**config.mk**
```make
export PLATFORM = sky130hd
export DESIGN_NAME = uart_boot_loader
export DESIGN_NICKNAME = d
export VERILOG_FILES = /design/src/rtl/uart_boot_loader.sv
export SDC_FILE = /design/constraint.sdc
export NUM_CORES = 1
export LEC_CHECK = 0
export CORE_UTILIZATION = 56
export CTS_BUF_LIST = sky130_fd_sc_hd__clkbuf_4
export DETAILED_ROUTE_END_ITERATION = 10
export PLACE_DENSITY = 0.9
export REMOVE_ABC_BUFFERS = 1
export SLEW_MARGIN = 20
export SYNTH_ARGS = -nofsm -noshare
export SYNTH_HDL_FRONTEND = slang
export SYNTH_SLANG_ARGS = --single-unit
```
**constraint.sdc**
```tcl
create_clock -name sys_clk -period 2.2 [get_ports sys_clk]
set_input_delay 0.44 -clock sys_clk [delete_from_list [all_inputs] [get_ports sys_clk]]
set_output_delay 0.44 -clock sys_clk [all_outputs]
set_load 0.1 [all_outputs]
```
**src/rtl/uart_boot_loader.sv**
```systemverilog
// UART 8N1 program loader: deserializes bytes, packs them little-endian into
// 32-bit words and writes each word to consecutive addresses over pipelined Wishbone.
module uart_boot_loader #(
  parameter int unsigned CLKS_PER_BIT = 16,
  parameter logic [31:0] ADDR_BASE    = 32'h0000_0000,
  parameter int unsigned WORD_COUNT   = 32
) (
  input  logic        sys_clk,
  input  logic        sys_rst_n,
  input  logic        uart_rx,
  output logic        wb_cyc,
  output logic        wb_stb,
  output logic        wb_we,
  output logic [3:0]  wb_sel,
  output logic [31:0] wb_addr,
  output logic [31:0] wb_data_o,
  input  logic        wb_ack,
  input  logic        wb_stall,
  output logic        boot_done,
  output logic        frame_err,
  output logic        overrun
);

  localparam int TW = $clog2(CLKS_PER_BIT);
  localparam int CW = $clog2(WORD_COUNT + 1);
  localparam logic [TW-1:0] HALF_M1  = TW'(CLKS_PER_BIT / 2 - 1);
  localparam logic [TW-1:0] FULL_M1  = TW'(CLKS_PER_BIT - 1);
  localparam logic [CW-1:0] CNT_LAST = CW'(WORD_COUNT - 1);

  typedef enum logic [2:0] {R_IDLE, R_START, R_DATA, R_STOP, R_BREAK} rx_state_t;
  typedef enum logic [1:0] {W_IDLE, W_REQ, W_ACK, W_DONE} wb_state_t;

  rx_state_t rx_state, rx_next;
  wb_state_t wb_state, wb_next;

  logic          rx_meta, rx_s;
  logic [TW-1:0] timer;
  logic [2:0]    bit_idx;
  logic [7:0]    shreg;
  logic          byte_vld;
  logic          timer_clr, bit_shift, byte_ok, frame_hit;

  logic [1:0]    idx;
  logic [23:0]   word;
  logic [CW-1:0] cnt;
  logic          word_done;

  // ---------------- RX path ----------------
  always_comb begin
    rx_next   = rx_state;
    timer_clr = 1'b0;
    bit_shift = 1'b0;
    byte_ok   = 1'b0;
    frame_hit = 1'b0;
    case (rx_state)
      R_IDLE: if (!rx_s) begin
        rx_next   = R_START;
        timer_clr = 1'b1;
      end
      R_START: if (timer == HALF_M1) begin
        timer_clr = 1'b1;
        rx_next   = rx_s ? R_IDLE : R_DATA;
      end
      R_DATA: if (timer == FULL_M1) begin
        timer_clr = 1'b1;
        bit_shift = 1'b1;
        if (bit_idx == 3'd7) rx_next = R_STOP;
      end
      R_STOP: if (timer == FULL_M1) begin
        timer_clr = 1'b1;
        if (rx_s) begin
          byte_ok = 1'b1;
          rx_next = R_IDLE;
        end else begin
          frame_hit = 1'b1;
          rx_next   = R_BREAK;
        end
      end
      // Line held low past the stop bit: wait for it to return idle.
      R_BREAK: if (rx_s) rx_next = R_IDLE;
      default: rx_next = R_IDLE;
    endcase
  end

  always_ff @(posedge sys_clk or negedge sys_rst_n) begin
    if (!sys_rst_n) begin
      rx_meta   <= 1'b1;
      rx_s      <= 1'b1;
      rx_state  <= R_IDLE;
      timer     <= '0;
      bit_idx   <= '0;
      shreg     <= '0;
      byte_vld  <= 1'b0;
      frame_err <= 1'b0;
    end else begin
      rx_meta   <= uart_rx;
      rx_s      <= rx_meta;
      rx_state  <= rx_next;
      timer     <= timer_clr ? '0 : timer + 1'b1;
      if (rx_state == R_START) bit_idx <= '0;
      else if (bit_shift)      bit_idx <= bit_idx + 3'd1;
      if (bit_shift) shreg <= {rx_s, shreg[7:1]};
      byte_vld  <= byte_ok;
      frame_err <= frame_err | frame_hit;
    end
  end

  // ---------------- Word assembly and Wishbone master ----------------
  // shreg stays stable during the byte_vld cycle, so it serves as the received byte.
  assign word_done = byte_vld && (idx == 2'd3) && (wb_state != W_DONE);

  always_comb begin
    wb_next = wb_state;
    case (wb_state)
      W_IDLE:  if (word_done) wb_next = W_REQ;
      W_REQ:   if (!wb_stall) wb_next = W_ACK;
      W_ACK:   if (wb_ack) wb_next = (cnt == CNT_LAST) ? W_DONE : W_IDLE;
      W_DONE:  wb_next = W_DONE;
      default: wb_next = W_IDLE;
    endcase
  end

  always_ff @(posedge sys_clk or negedge sys_rst_n) begin
    if (!sys_rst_n) begin
      wb_state  <= W_IDLE;
      idx       <= '0;
      word      <= '0;
      wb_data_o <= '0;
      wb_addr   <= ADDR_BASE;
      cnt       <= '0;
      overrun   <= 1'b0;
    end else begin
      wb_state <= wb_next;
      if (byte_vld && wb_state != W_DONE) begin
        idx <= idx + 2'd1;
        case (idx)
          2'd0:    word[7:0]   <= shreg;
          2'd1:    word[15:8]  <= shreg;
          2'd2:    word[23:16] <= shreg;
          default: ;
        endcase
      end
      // A word finishing while a write is in flight is dropped, not queued.
      if (word_done && wb_state == W_IDLE) wb_data_o <= {shreg, word};
      if (word_done && wb_state != W_IDLE) overrun   <= 1'b1;
      if (wb_state == W_ACK && wb_ack) begin
        wb_addr <= wb_addr + 32'd4;
        cnt     <= cnt + CW'(1);
      end
    end
  end

  assign wb_cyc    = (wb_state == W_REQ) || (wb_state == W_ACK);
  assign wb_stb    = (wb_state == W_REQ);
  assign wb_we     = wb_cyc;
  assign wb_sel    = wb_cyc ? 4'hF : 4'h0;
  assign boot_done = (wb_state == W_DONE);

endmodule
```
# Word-level counts from Yosys, hierarchy flattened
# Cells that the tools add are included.
dict set report word_totals {
  input_bits 5
  ff_bits 121
  out_inout_bits 74
  elab_cells 93
}
dict set report classes {
  add_sub_neg 5
  bitwise_logic 1
  eq_ne 24
  muxes 28
  reduce_logical 18
}
# op n
set ops {}
lappend ops {{$add 32x3->32 const B} 1}
lappend ops {{$mux 3} 9}
lappend ops {{$ne 2x2->1 const B} 10}
lappend ops {{$pmux 3 s5} 1}
lappend ops {{$mux 2} 5}
lappend ops {{$mux 1} 9}
lappend ops {{$eq 2x2->1 const B} 4}
lappend ops {{$mux 4} 2}
lappend ops {{$pmux 2 s4} 1}
lappend ops {{$add 6x1->6 const B} 1}
lappend ops {{$eq 3x2->1 const B} 2}
lappend ops {{$eq 3x3->1 const B} 2}
lappend ops {{$eq 6x5->1 const B} 1}
lappend ops {{$logic_and 1x1->1} 6}
lappend ops {{$reduce_and 2->1} 3}
lappend ops {{$reduce_and 6->1} 1}
lappend ops {{$add 4x1->4 const B} 1}
lappend ops {{$eq 2x1->1 const B} 2}
lappend ops {{$eq 4x3->1 const B} 1}
lappend ops {{$eq 4x4->1 const B} 1}
lappend ops {{$logic_not 2->1} 2}
lappend ops {{$reduce_bool 2->1} 2}
lappend ops {{$add 3x1->3 const B} 1}
lappend ops {{$eq 3x1->1 const B} 1}
lappend ops {{other kinds (7)} 7}

# Longest topological paths before layout
# Gate-level depths: netlist (run 1).
dict set report depth {
  ltp_word 5
  mapped_depth 7
  depth_no_buf 6
}

# Least setup slack after synthesis (run 1)
# Ideal clock, no wire load.
dict set report synth_path {
  path_kind {flip-flop to flip-flop}
  from {register wb_state[0]}
  to {register wb_data_o[1]}
  slack_ps -133
  required_time_ps 2074
  path_buffers 2
  period_less_slack_ps 2333
  t_arrival_ps 2207
  setup_time_ps 126
  path_stages_with_launch 7
  cell_sequence {dfrtp_1 > ha_1 > nor2b_1 > buf_2 > nand3_1 > buf_2 > mux2_2}
}
dict set report synth_via {
  elab_chain_len 3
  elab_cells_between_ends 4
  cone_classes {eq/ne: 1; reduce/logical: 3}
}
# element line
set synth_rtl {}
lappend synth_rtl {{start: declaration} 34} ;# wb_state_t wb_state, wb_next;
lappend synth_rtl {{start signal: assignment} 133} ;# wb_state <= wb_next;
lappend synth_rtl {{$ne 2x2->1} 110} ;# assign word_done = byte_vld && (idx == 2'd3) && (wb_state != W_DONE);
lappend synth_rtl {{$logic_and 1x1->1} 110}
lappend synth_rtl {{$logic_and 1x1->1 (*)} 144} ;# if (word_done && wb_state == W_IDLE) wb_data_o <= {shreg, word};
lappend synth_rtl {{end signal: assignment} 144}
lappend synth_rtl {{end: declaration} 16} ;# output logic [31:0] wb_data_o,
# Mark *: on every way between the ends. The rest lies on a longest branch, timed or not.
# A chain may end at the register's enable or synchronous reset.

# Worst setup path in the final report (run 1)
dict set report layout_path {
  from {register wb_state[0]}
  to {output port wb_sel[1]}
}
dict set report layout_via {
  elab_chain_len 3
  elab_cells_between_ends 4
  cone_classes {eq/ne: 2; mux: 1; reduce/logical: 1}
}
# element line
set layout_rtl {}
lappend layout_rtl {{$eq 2x1->1 / $eq 2x2->1 (equally long branches)} 153} ;# assign wb_cyc = (wb_state == W_REQ) || (wb_state == W_ACK);
lappend layout_rtl {{$logic_or 1x1->1 (*)} 153}
lappend layout_rtl {{$mux 4 (*)} 156} ;# assign wb_sel = wb_cyc ? 4'hF : 4'h0;
lappend layout_rtl {{end: declaration} 14} ;# output logic [3:0] wb_sel,
# Marked as above.

==> key figures, run 1 <==
Timing
  – Setup violations, final: 0
  – Min cycle time layout: between 2 and 2.5 ns
  – Slew @ Worst Pin: between 0.5 and 0.6 ns
  – Relative slew slack: between 60% and 70%
  – Final Max Slew Viols: 0
  – Setup repair after global routing missed its margin: no
  – Min Hold Slack: 0.347 ns
  – Clock Skew: around 0.021 ns
  – TNS Setup: 0 ns
  – Period utilization: a little over nine tenths
  – Achievable frequency: just under 500 MHz
  – Hold Fails Final Rpt: 0

Finish
  – Combined area of the multi-input logic cells: just under 2000 sq um
  – Share of layout cells above drive strength 1: between 40 and 50%
  – Filler cell count: ~610
  – Final #Nets: a little under 500
  – Ant. Diodes: 0
  – Register area: 2980 sq um
  – Layout area overhead: 22.5%

Logic synthesis
  – Synth Area in Simple Gates: about a tenth
  – Synth Register Bits: roughly 120
  – Mux contribution to synthesized area: about 15%
  – Share of synthesized flip-flops with an asynchronous set or reset: 100%
  – Synth Area in XOR/XNOR: ~6.6%
  – Adder and majority cell fraction of the synthesized area: between 3 and 4%
  – Synth top area share: between 50% and 60%
  – Largest family of logic cells by synthesized area: multiplexers
  – Synthesized cell area: about 5000 sq um
  – Mapped Cells: 370
  – Post-synthesis compound-gate area fraction: roughly 2.9%
  – Leading post-synthesis cells by cell area: dfrtp_1 (58%), mux2_2 (15%), xnor2_1 (6.1%), ha_1 (3.5%), nand4_1 (1.9%)
  – Number of synthesized flops with an enable pin: 0
  – Yosys warns: 0
  – Post-synth top cells: dfrtp_1 (117), mux2_2 (65), xnor2_1 (35)
  – Syn avg cell area: roughly 14 sq um
  – Ys flop type: dfrtp_1
  – Most common cell in the synthesized netlist: dfrtp_1
  – Sequential share of the synthesized area: slightly below 60%
  – Yosys cell types: 44
  – Biggest area consumer among synthesized cells: dfrtp_1

Detailed routing
  – Number of DRC markers in iteration 0: a little under 100
  – WL per Instance: 16.1 um
  – Post-DR vias/cell: 5.44
  – DRT Pass-1 Iters: 5
  – Final ANT Viol Nets: 0
  – DRC viols: 0
  – Detailed-route via count: around 3200
  – Drt total wl: around 9.4 mm

Floorplan
  – Chip Height: about 97 um
  – Die area: about 9400 sq um
  – Io pins: 79
  – Core ar.: between 8000 and 9000 sq um
  – Initial Util: 57.8%
  – Site Rows: 34
  – Horiz. Die Dim: a little under 100 um

Min path
  – Hold Path Class: in2reg
  – Hold Crit Depth: 1

Power and ir drop
  – Worst vdd ir: ~1700 uV
  – Pwr/cell area: 1150 nW/um^2
  – Static leakage: 3.14 nW

Worst setup path
  – CP Class: reg2out
  – Worst Setup Start Kind: flop
  – Slowest cell on crit path: dfrtp_1
  – Reg2reg end: wb_data_o[0]
  – Worst path required time: ~1.8 ns
  – Worst r2r src: wb_state[0]
  – R2r setup slk: approximately 0.24 ns
  – Arrival time at the worst endpoint: approximately 1.6 ns
  – CP endpoint: wb_sel[1]
  – Worst setup EP type: output pin
  – CP Launch Point: wb_state[0]
  – Slowest stage delay, CP: approximately 0.37 ns
  – R2R depth: 6
  – Worst-path fanout max: 6
  – Worst-path cell chain: inv_1 > ha_1 > buf_4 > buf_12

Clocking
  – CTS clk-pin slew, worst paths: 0.10 ns
  – Latest clock arrival within the worst-skew pair: around 0.50 ns
  – Max H-tree Level: 4
  – Max Buffers Root-to-Sink: 2
  – CTS Buf Count: 17
  – Root buffer cell: clkbuf_4
  – CTS tree: yes
  – Clock sinks: around 120

Place
  – DP Wirelength: around 6.6 mm
  – Gpl congestion: 0.786
  – IO Port Bufs: between 70 and 80

Global routing
  – Initial antenna violation count: 0
  – First-pass GRT wire length: ~16 mm
  – Total track usage: 21.8%
  – Vias in the first global route: approximately 3300
  – Largest net degree at the start of global routing: 42
  – Total congestion overflow: 0

Flow run
  – Max Cap Violations: 0

Run status
  – Status: finished, final reports clean
-- cell type report --
cell class              instances  share of cell area, %
clock buffers                  18                   2.19
well taps                     108                   2.19
repair buffers                 88                   12.9
inverters                       9                  0.547
flip-flops and latches        119                   48.2
multi-input cells             227                   31.4
clock inverters                14                   2.55
-- power by group --
group | internal [W] | switching (W) | total [W] | leakage [nW]
registers | 0.00238 | 0.000261 | 0.00264 | 1.62
logic | 0.000937 | 0.00193 | 0.00287 | 1.37
clock network | 0.000789 | 0.000812 | 0.00160 | 0.153
total | 0.00411 | 0.00300 | 0.00711 | 3.14
-- placed cells by master (no fill, tap or decap), drive strengths merged, types with 4 or more instances in the layout --
cell type / count
inv: 10
dfrtp: 117
clkinv: 7
ha: 14
mux2: 66
a21oi: 5
nand3: 15
xnor2: 35
nor3: 5
nor2: 11
and3: 5
nand4: 18
nand2: 19
clkbuf: 18
o21ai: 4
buf: 84
-- cells by family after synthesis --
family / count (synthesis)
DFF: 119
AOI/OAI and AO/OA: 22
buffers and inverters: 25
muxes: 66
xor gates and xnor gates: 38
adders and majority gates: 14
and+or+nand+nor: 85
other: 1
-- what timing repair did --
action / CTS / global route
pin swaps: 0 / 0
setup buffers: 2 / 0
hold endpoints to repair: 37 / 0
hold buffers: 1 / 0
gates resized for setup: 0 / 2
endpoints found under the setup margin: 6 / 24
-- registers in the layout, indices dropped and copies added (netlist names) --
name,count
wb_state,2
rx_s,1
wb_addr,30
frame_err,1
byte_vld,1
rx_meta,1
cnt,6
idx,2
word,24
bit_idx,3
rx_state,3
overrun,1
timer,4
shreg,8
wb_data_o,32
-- worst min path at each step --
stage | start | to | slack (ns)
6_report | uart_rx | rx_meta | 0.35
5_1_grt | uart_rx | rx_meta | 0.33
4_1_cts | uart_rx | rx_meta | 0.30
3_5_place_dp | rx_meta | rx_s | 0.35
3_3_place_gp | rx_meta | rx_s | 0.35
2_1_floorplan | sys_rst_n | bit_idx[0] | 0.14
-- stage by stage --
step | instances | setup WS [ns] | area (sq um) | power [W] | utilization [%]
2_1_floorplan | 355 | -2.50 | 4950 | 0.00393 | -
3_3_place_gp | 548 | 0.202 | 5860 | 0.00546 | 67.2
3_5_place_dp | 548 | 0.148 | 5860 | 0.00553 | 67.2
4_1_cts | 583 | 0.0758 | 6170 | 0.00716 | 70.8
5_1_grt | 583 | 0.0249 | 6180 | 0.00741 | 70.9
6_report | 583 | 0.119 | 6180 | 0.00711 | 70.9
-- metal layers --
layer / routed length [um] / global-route usage [%]
met5: 0 / 0
met3: 502 / 5.64
met4: 70 / 7.35
met1: 3960 / 27.4
met2: 4830 / 36.7
-- worst max-delay path, delay by kind of cell, from the launching register on --
kind,cells,cell delay [ns]
adders and majority gates,1,0.28
buffers and inverters,3,0.49
DFF,1,0.37
No activity file was read; power rests on OpenSTA's default activity.
==> run 2: changes to the inputs <==
--- a/config.mk
+++ b/config.mk
@@ -5,6 +5,7 @@
 export SDC_FILE = /design/constraint.sdc
 export NUM_CORES = 1
 export LEC_CHECK = 0
+export CORE_MARGIN = 2
 export CORE_UTILIZATION = 56
 export CTS_BUF_LIST = sky130_fd_sc_hd__clkbuf_4
 export DETAILED_ROUTE_END_ITERATION = 10
==> run 2 against run 1 <==
  * Worst hold slack lost 0.0076 ns
  * Clock power grew 3%
  * Sequential share of layout area did not move
  * Clock-buffer cell count down 1
  * Routed wire length increased by 0.81%
  * Non-clock buffer count unchanged
  * Critical path type unchanged
==> key figures, run 2 (synthesis results as in run 1) <==
Finish
  – Largest Register: wb_data_o
  – Largest regs: wb_data_o: 32 flops, wb_addr: 30 flops, word: 24 flops
  – Layout Cells excl Fill: 583 (unchanged)
  – Ant. Diodes: 0 (unchanged)
  – Max reg flops: 32 (unchanged)
  – Most frequent cells in the layout: dfrtp_1 (117), buf_4 (74), mux2_2 (65)
  – Layout area overhead: 22.5% (unchanged)
  – Final #Nets: 481 (unchanged)
  – Commonest non-fill, non-tap cell in the layout: dfrtp_1
  – Share of layout cells above drive strength 1: 40.4% (-0.42 points)

Timing
  – Achievable frequency: 487 MHz (+1.4%)
  – Clock Skew: 0.0129 ns (-0.00840 ns)
  – Min cycle time layout: 2.05 ns (-0.0284 ns)
  – Relative slew slack: 63.6% (+0.084 points)
  – Min Hold Slack: 0.339 ns (-0.00756 ns)
  – Setup violations, final: 0 (unchanged)
  – Hold Fails Final Rpt: 0 (unchanged)
  – Setup repair after global routing missed its margin: no
  – Final Max Slew Viols: 0 (unchanged)
  – Period utilization: 93.3% (-1.3 points)
  – Slew @ Worst Pin: 0.543 ns (-0.00421 ns)

Global routing
  – Vias in the first global route: 3244 (-2.6%)
  – Total track usage: 20.9% (-0.86 points)
  – Total congestion overflow: 0 (unchanged)
  – Largest net degree at the start of global routing: 56 (+33%)
  – Initial antenna violation count: 0 (unchanged)
  – First-pass GRT wire length: 16.2 mm (+0.65%)

Detailed routing
  – DRC viols: 0 (unchanged)
  – Drt total wl: 9.44 mm (+0.81%)
  – Detailed-route via count: 3158 (-0.50%)
  – Final ANT Viol Nets: 0 (unchanged)
  – WL per Instance: 16.2 um (+0.81%)
  – Post-DR vias/cell: 5.42 (-0.50%)
  – DRT Pass-1 Iters: 6 (+1)
  – Number of DRC markers in iteration 0: 148 (+53%)

Floorplan
  – Io pins: 79 (unchanged)
  – Horiz. Die Dim: 98.9 um (+2.1%)
  – Die area: 9780 sq um (+4.2%)
  – Core ar.: 8720 sq um (unchanged)
  – Initial Util: 57.8% (unchanged)
  – Chip Height: 98.9 um (+2.1%)
  – Site Rows: 34 (unchanged)

Worst setup path
  – Worst path required time: 1.76 ns (about the same)
  – Worst r2r src: wb_state[0]
  – Worst Setup Start Kind: flop
  – CP Launch Point: wb_state[0]
  – CP Class: reg2out
  – Worst-path fanout max: 6 (unchanged)
  – Arrival time at the worst endpoint: 1.61 ns (-0.03 ns)
  – Worst setup EP type: output pin

Run status
  – Status: finished, final reports clean

Place
  – DP Wirelength: 6.57 mm (-0.32%)
  – Gpl congestion: 0.782 (-0.56%)
  – Placed Cells: 548 (unchanged)
  – IO Port Bufs: 76 (unchanged)

Flow run
  – Max Cap Violations: 0 (unchanged)

Power and ir drop
  – Sw Share: 42.5% (+0.30 points)
  – Power Internal: 0.00413 W (+0.52%)
  – Clock Power Share: 23.0% (+0.5 points)
  – Sequential share of power: 36.7% (-0.5 points)
  – Worst vdd ir: 1540 uV (-8.1%)
  – Net Switching: 0.00306 W (+1.8%)
  – Combinational Power Share: 40.3% (about the same)
  – Static leakage: 3.14 nW (about the same)
  – Power after layout: 0.00719 W (+1.0%)
  – Pwr/cell area: 1160 nW/um^2 (+1.0%)

Clocking
  – Clock sinks: 119 (unchanged)
  – Max Buffers Root-to-Sink: 2 (unchanged)
  – Root buffer cell: clkbuf_4
  – Latest clock arrival within the worst-skew pair: 0.51 ns (about the same)
  – CTS tree: yes
  – Max H-tree Level: 4 (unchanged)
  – CTS clk-pin slew, worst paths: 0.11 ns (about the same)
  – CTS Buf Count: 17 (unchanged)

Min path
  – Hold Path Class: in2reg
  – Hold_sp: uart_rx
==> run 2: changes by cell type in the layout (fill, tap and decap cells not counted), sizes merged <==
| cell | delta |
|---|---|
| clkbuf | -1 |
| clkinv | +1 |
| clkinvlp | -1 |
| inv | +1 |
==> run 2: worst max-delay path: stages (launching register included) <==
cell,delay (ns)
dfrtp_1,0.38
inv_1,0.08
ha_1,0.29
buf_6,0.17
buf_12,0.19
==> run 2: per-stage QoR <==
| stage | area (sq um) | util [%] | setup TNS, ns | worst slack (ns) |
|---|---|---|---|---|
| 2_1_floorplan | 4950 | - | -40.75 | -2.50 |
| 3_3_place_gp | 5840 | 67.0 | 0 | 0.189 |
| 3_5_place_dp | 5840 | 67.0 | 0 | 0.142 |
| 4_1_cts | 6180 | 70.8 | 0 | 0.0688 |
| 5_1_grt | 6180 | 70.9 | 0 | 0.0274 |
| 6_report | 6180 | 70.9 | 0 | 0.148 |
==> run 2: power groups by stage <==
| stage | Clock (W) | Combinational, W | Sequential [W] |
|---|---|---|---|
| 2_1_floorplan | 0 | 0.000925 | 0.00300 |
| 3_3_place_gp | 0 | 0.00278 | 0.00267 |
| 3_5_place_dp | 0 | 0.00284 | 0.00269 |
| 4_1_cts | 0.00168 | 0.00290 | 0.00263 |
| 5_1_grt | 0.00178 | 0.00302 | 0.00267 |
| 6_report | 0.00165 | 0.00290 | 0.00264 |
==> run 2: final cells by class <==
class                      count  area, sq um
timing repair buffer          88          787
clock buffer                  17          128
fill                         592         2540
tap                          108          135
clock inverter                15          179
multi-input combinational    227         1940
sequential                   119         2980
inverter                       9         33.8
==> run 2: repair_timing <==
action | 4_1_cts | 5_1_grt
endpoints found under the setup margin | 6 | 6
setup buffers | 2 | 0
resized for setup | 0 | 1
hold buffers | 1 | 0
hold endpoints to repair | 27 | 0
==> run 2: worst paths after layout <==
kind / to / slack (ns) / depth (start not counted)
worst max-delay path: wb_sel[0] / 0.15 / 4
worst min-delay path: rx_meta / 0.34 / 1
worst max register to register: wb_data_o[13] / 0.22 / 7
worst min register to register: rx_s / 0.36 / 0
max in group asynchronous: rx_s / 1.15 / 3
min in group asynchronous: wb_data_o[16] / 0.39 / 2
==> run 2: routing by layer <==
metal	vias up	track usage (%)	routed length, um
met5	-	0	0
met4	0	6.01	114
met3	17	6.67	486
met2	85	34.1	4780
met1	1567	27.1	4060
li1	1489	-	-
==> run 3: changes to the inputs <==
--- a/config.mk
+++ b/config.mk
@@ -5,11 +5,13 @@
 export SDC_FILE = /design/constraint.sdc
 export NUM_CORES = 1
 export LEC_CHECK = 0
+export CELL_PAD_IN_SITES_DETAIL_PLACEMENT = 0
+export CELL_PAD_IN_SITES_GLOBAL_PLACEMENT = 2
 export CORE_MARGIN = 2
-export CORE_UTILIZATION = 56
+export CORE_UTILIZATION = 38
 export CTS_BUF_LIST = sky130_fd_sc_hd__clkbuf_4
 export DETAILED_ROUTE_END_ITERATION = 10
-export PLACE_DENSITY = 0.9
+export PLACE_DENSITY = 0.88
 export REMOVE_ABC_BUFFERS = 1
 export SLEW_MARGIN = 20
 export SYNTH_ARGS = -nofsm -noshare
==> run 3 against run 2 <==
  * Clock power decreased by 7%
  * Via count decreased by 1.6%
  * Combinational power about the same
  * Non-clock buffer count decreased by 3
  * Flip-flop and latch count unchanged
  * Worst setup slack got worse by 0.043 ns
  * Cell area increased by 0.89%
  * Core utilization decreased by 23 points
  * Die area increased by 45%
  * Largest power group unchanged
==> key figures, run 3 (synthesis results as in run 1) <==
Timing
  – Final Max Slew Viols: 0 (unchanged)
  – Min cycle time layout: 2.09 ns (+0.0427 ns)
  – Setup violations, final: 0 (unchanged)
  – TNS Setup: 0 ns (unchanged)
  – Period utilization: 95.2% (+1.9 points)
  – Setup repair after global routing missed its margin: yes
  – Hold Fails Final Rpt: 0 (unchanged)
  – Relative slew slack: 57.5% (-6.1 points)
  – Achievable frequency: 477 MHz (-2.0%)
  – Clock Skew: 0.0126 ns (-0.000309 ns)
  – Slew @ Worst Pin: 0.638 ns (+0.0944 ns)

Worst setup path
  – Slowest cell on crit path: dfrtp_1
  – Worst setup EP type: flop
  – Arrival time at the worst endpoint: 2.50 ns (+0.89 ns)
  – Worst-path fanout max: 8 (+2)
  – WP buf/inv: 1 (-2)
  – Worst Setup Start Kind: flop
  – Worst path required time: 2.61 ns (+0.85 ns)
  – Worst-path cell chain: buf_4 > ha_1 > nor2b_1 > nand2_1 > mux2_2
  – CP top delay family: simple AND/OR/NAND/NOR gates
  – CP Class: reg2reg
  – Slowest stage delay, CP: 0.41 ns (+0.03 ns)

Floorplan
  – Initial Util: 38.5% (-19 points)
  – Core ar.: 13100 sq um (+50%)
  – Site Rows: 42 (+24%)
  – Horiz. Die Dim: 119 um (+21%)
  – Io pins: 79 (unchanged)
  – Chip Height: 119 um (+21%)
  – Die area: 14200 sq um (+45%)

Power and ir drop
  – Power Internal: 0.00402 W (-2.6%)
  – Net Switching: 0.00305 W (-0.39%)
  – Pwr/cell area: 1130 nW/um^2 (-2.5%)
  – Sw Share: 43.1% (+0.55 points)
  – Clock Power Share: 21.9% (-1.1 points)
  – Sequential share of power: 37.4% (+0.7 points)
  – Worst vdd ir: 1010 uV (-35%)
  – Combinational Power Share: 40.8% (+0.5 points)
  – Static leakage: 3.11 nW (-0.80%)

Detailed routing
  – Post-DR vias/cell: 4.80 (-11%)
  – Final ANT Viol Nets: 0 (unchanged)
  – DRT Pass-1 Iters: 4 (-2)
  – WL per Instance: 14.2 um (-12%)
  – Number of DRC markers in iteration 0: 176 (+19%)
  – Detailed-route via count: 3109 (-1.6%)
  – Drt total wl: 9.22 mm (-2.4%)
  – DRC viols: 0 (unchanged)

Place
  – IO Port Bufs: 76 (unchanged)
  – Placed Cells: 613 (+12%)
  – DP Wirelength: 6.22 mm (-5.2%)
  – Gpl congestion: 0.752 (-3.8%)

Finish
  – Max reg flops: 32 (unchanged)
  – Commonest non-fill, non-tap cell in the layout: dfrtp_1
  – Layout area overhead: 23.6%
  – Ant. Diodes: 0 (unchanged)
  – Most frequent cells in the layout: dfrtp_1 (117), buf_4 (70), mux2_2 (65)
  – Share of layout cells above drive strength 1: 40.5% (+0.045 points)
  – Largest regs: wb_data_o: 32 flops, wb_addr: 30 flops, word: 24 flops
  – Layout Cells excl Fill: 648 (+11%)
  – Largest Register: wb_data_o
  – Final #Nets: 478 (-0.62%)

Clocking
  – CTS clk-pin slew, worst paths: 0.11 ns (about the same)
  – CTS Buf Count: 17 (unchanged)
  – CTS tree: yes
  – Latest clock arrival within the worst-skew pair: 0.52 ns (about the same)
  – Root buffer cell: clkbuf_4
  – Clock sinks: 119 (unchanged)
  – Max H-tree Level: 4 (unchanged)
  – Max Buffers Root-to-Sink: 2 (unchanged)

Global routing
  – Initial antenna violation count: 0 (unchanged)
  – First-pass GRT wire length: 15.7 mm (-3.4%)
  – Vias in the first global route: 3172 (-2.2%)
  – Largest net degree at the start of global routing: 120 (+110%)
  – Total congestion overflow: 0 (unchanged)
  – Total track usage: 14.1% (-6.8 points)

Flow run
  – Max Cap Violations: 0 (unchanged)

Run status
  – Status: finished, final reports clean

Min path
  – Hold Path Class: in2reg
## run 3: timing repair
item / 4_1_cts / 5_1_grt
hold buffers: 1 / 0
endpoints found under the setup margin: 6 / 9
resized for setup: 0 / 1
gates cloned: 0 / 0
hold endpoints to repair: 15 / 0
buffers inserted: 2 / 0
## run 3: final timing paths
check	slack [ns]	start	to	cells after the start
max in group asynchronous	1.19	sys_rst_n	wb_addr[6]	3
worst max register to register	0.11	wb_state[0]	word[14]	5
worst min-delay path	0.30	uart_rx	rx_meta	1
min in group asynchronous	0.53	sys_rst_n	bit_idx[1]	3
worst min register to register	0.36	rx_meta	rx_s	0
worst max-delay path	0.11	wb_state[0]	word[14]	5
## run 3: layout make-up
type / count / area, sq um
repair buffers: 85 / 777
well taps: 176 / 220
clock buffers: 18 / 135
fillers: 1182 / 6850
clock inverters: 14 / 151
inverters: 9 / 33.8
flip-flops and latches: 119 / 2980
multi-input cells: 227 / 1940
## run 3: worst reg2reg max path, stage by stage, from the launching register on
cell     delay [ns]
dfrtp_1        0.41
buf_4          0.16
ha_1           0.26
nor2b_1        0.37
nand2_1        0.41
mux2_2         0.39
## run 3: power by group through the flow
| stage | clock [W] | combinational [W] | sequential [W] |
|---|---|---|---|
| 6_report | 0.00154 | 0.00288 | 0.00264 |
| 5_1_grt | 0.00173 | 0.00300 | 0.00268 |
| 4_1_cts | 0.00160 | 0.00288 | 0.00264 |
| 3_5_place_dp | 0 | 0.00283 | 0.00269 |
| 3_3_place_gp | 0 | 0.00279 | 0.00268 |
| 2_1_floorplan | 0 | 0.000925 | 0.00300 |
## run 3: metal layers
metal	share of wire [%]	GRT usage, %
met1	44	17.5
met2	48	21.6
met3	5.9	5.70
met4	2.2	6.18
met5	0	0
## run 3: through the flow
stage	hold WS, ns	util, %	area, sq um	power (W)	setup slack (ns)
final	0.304	47.6	6230	0.00707	0.105
after floorplan	0.144	-	4950	0.00393	-2.50
after global routing	0.250	47.6	6230	0.00740	-0.0214
after global placement	0.347	45.2	5920	0.00547	0.162
after CTS	0.260	47.6	6230	0.00712	0.0610
after detailed placement	0.349	45.2	5920	0.00553	0.108
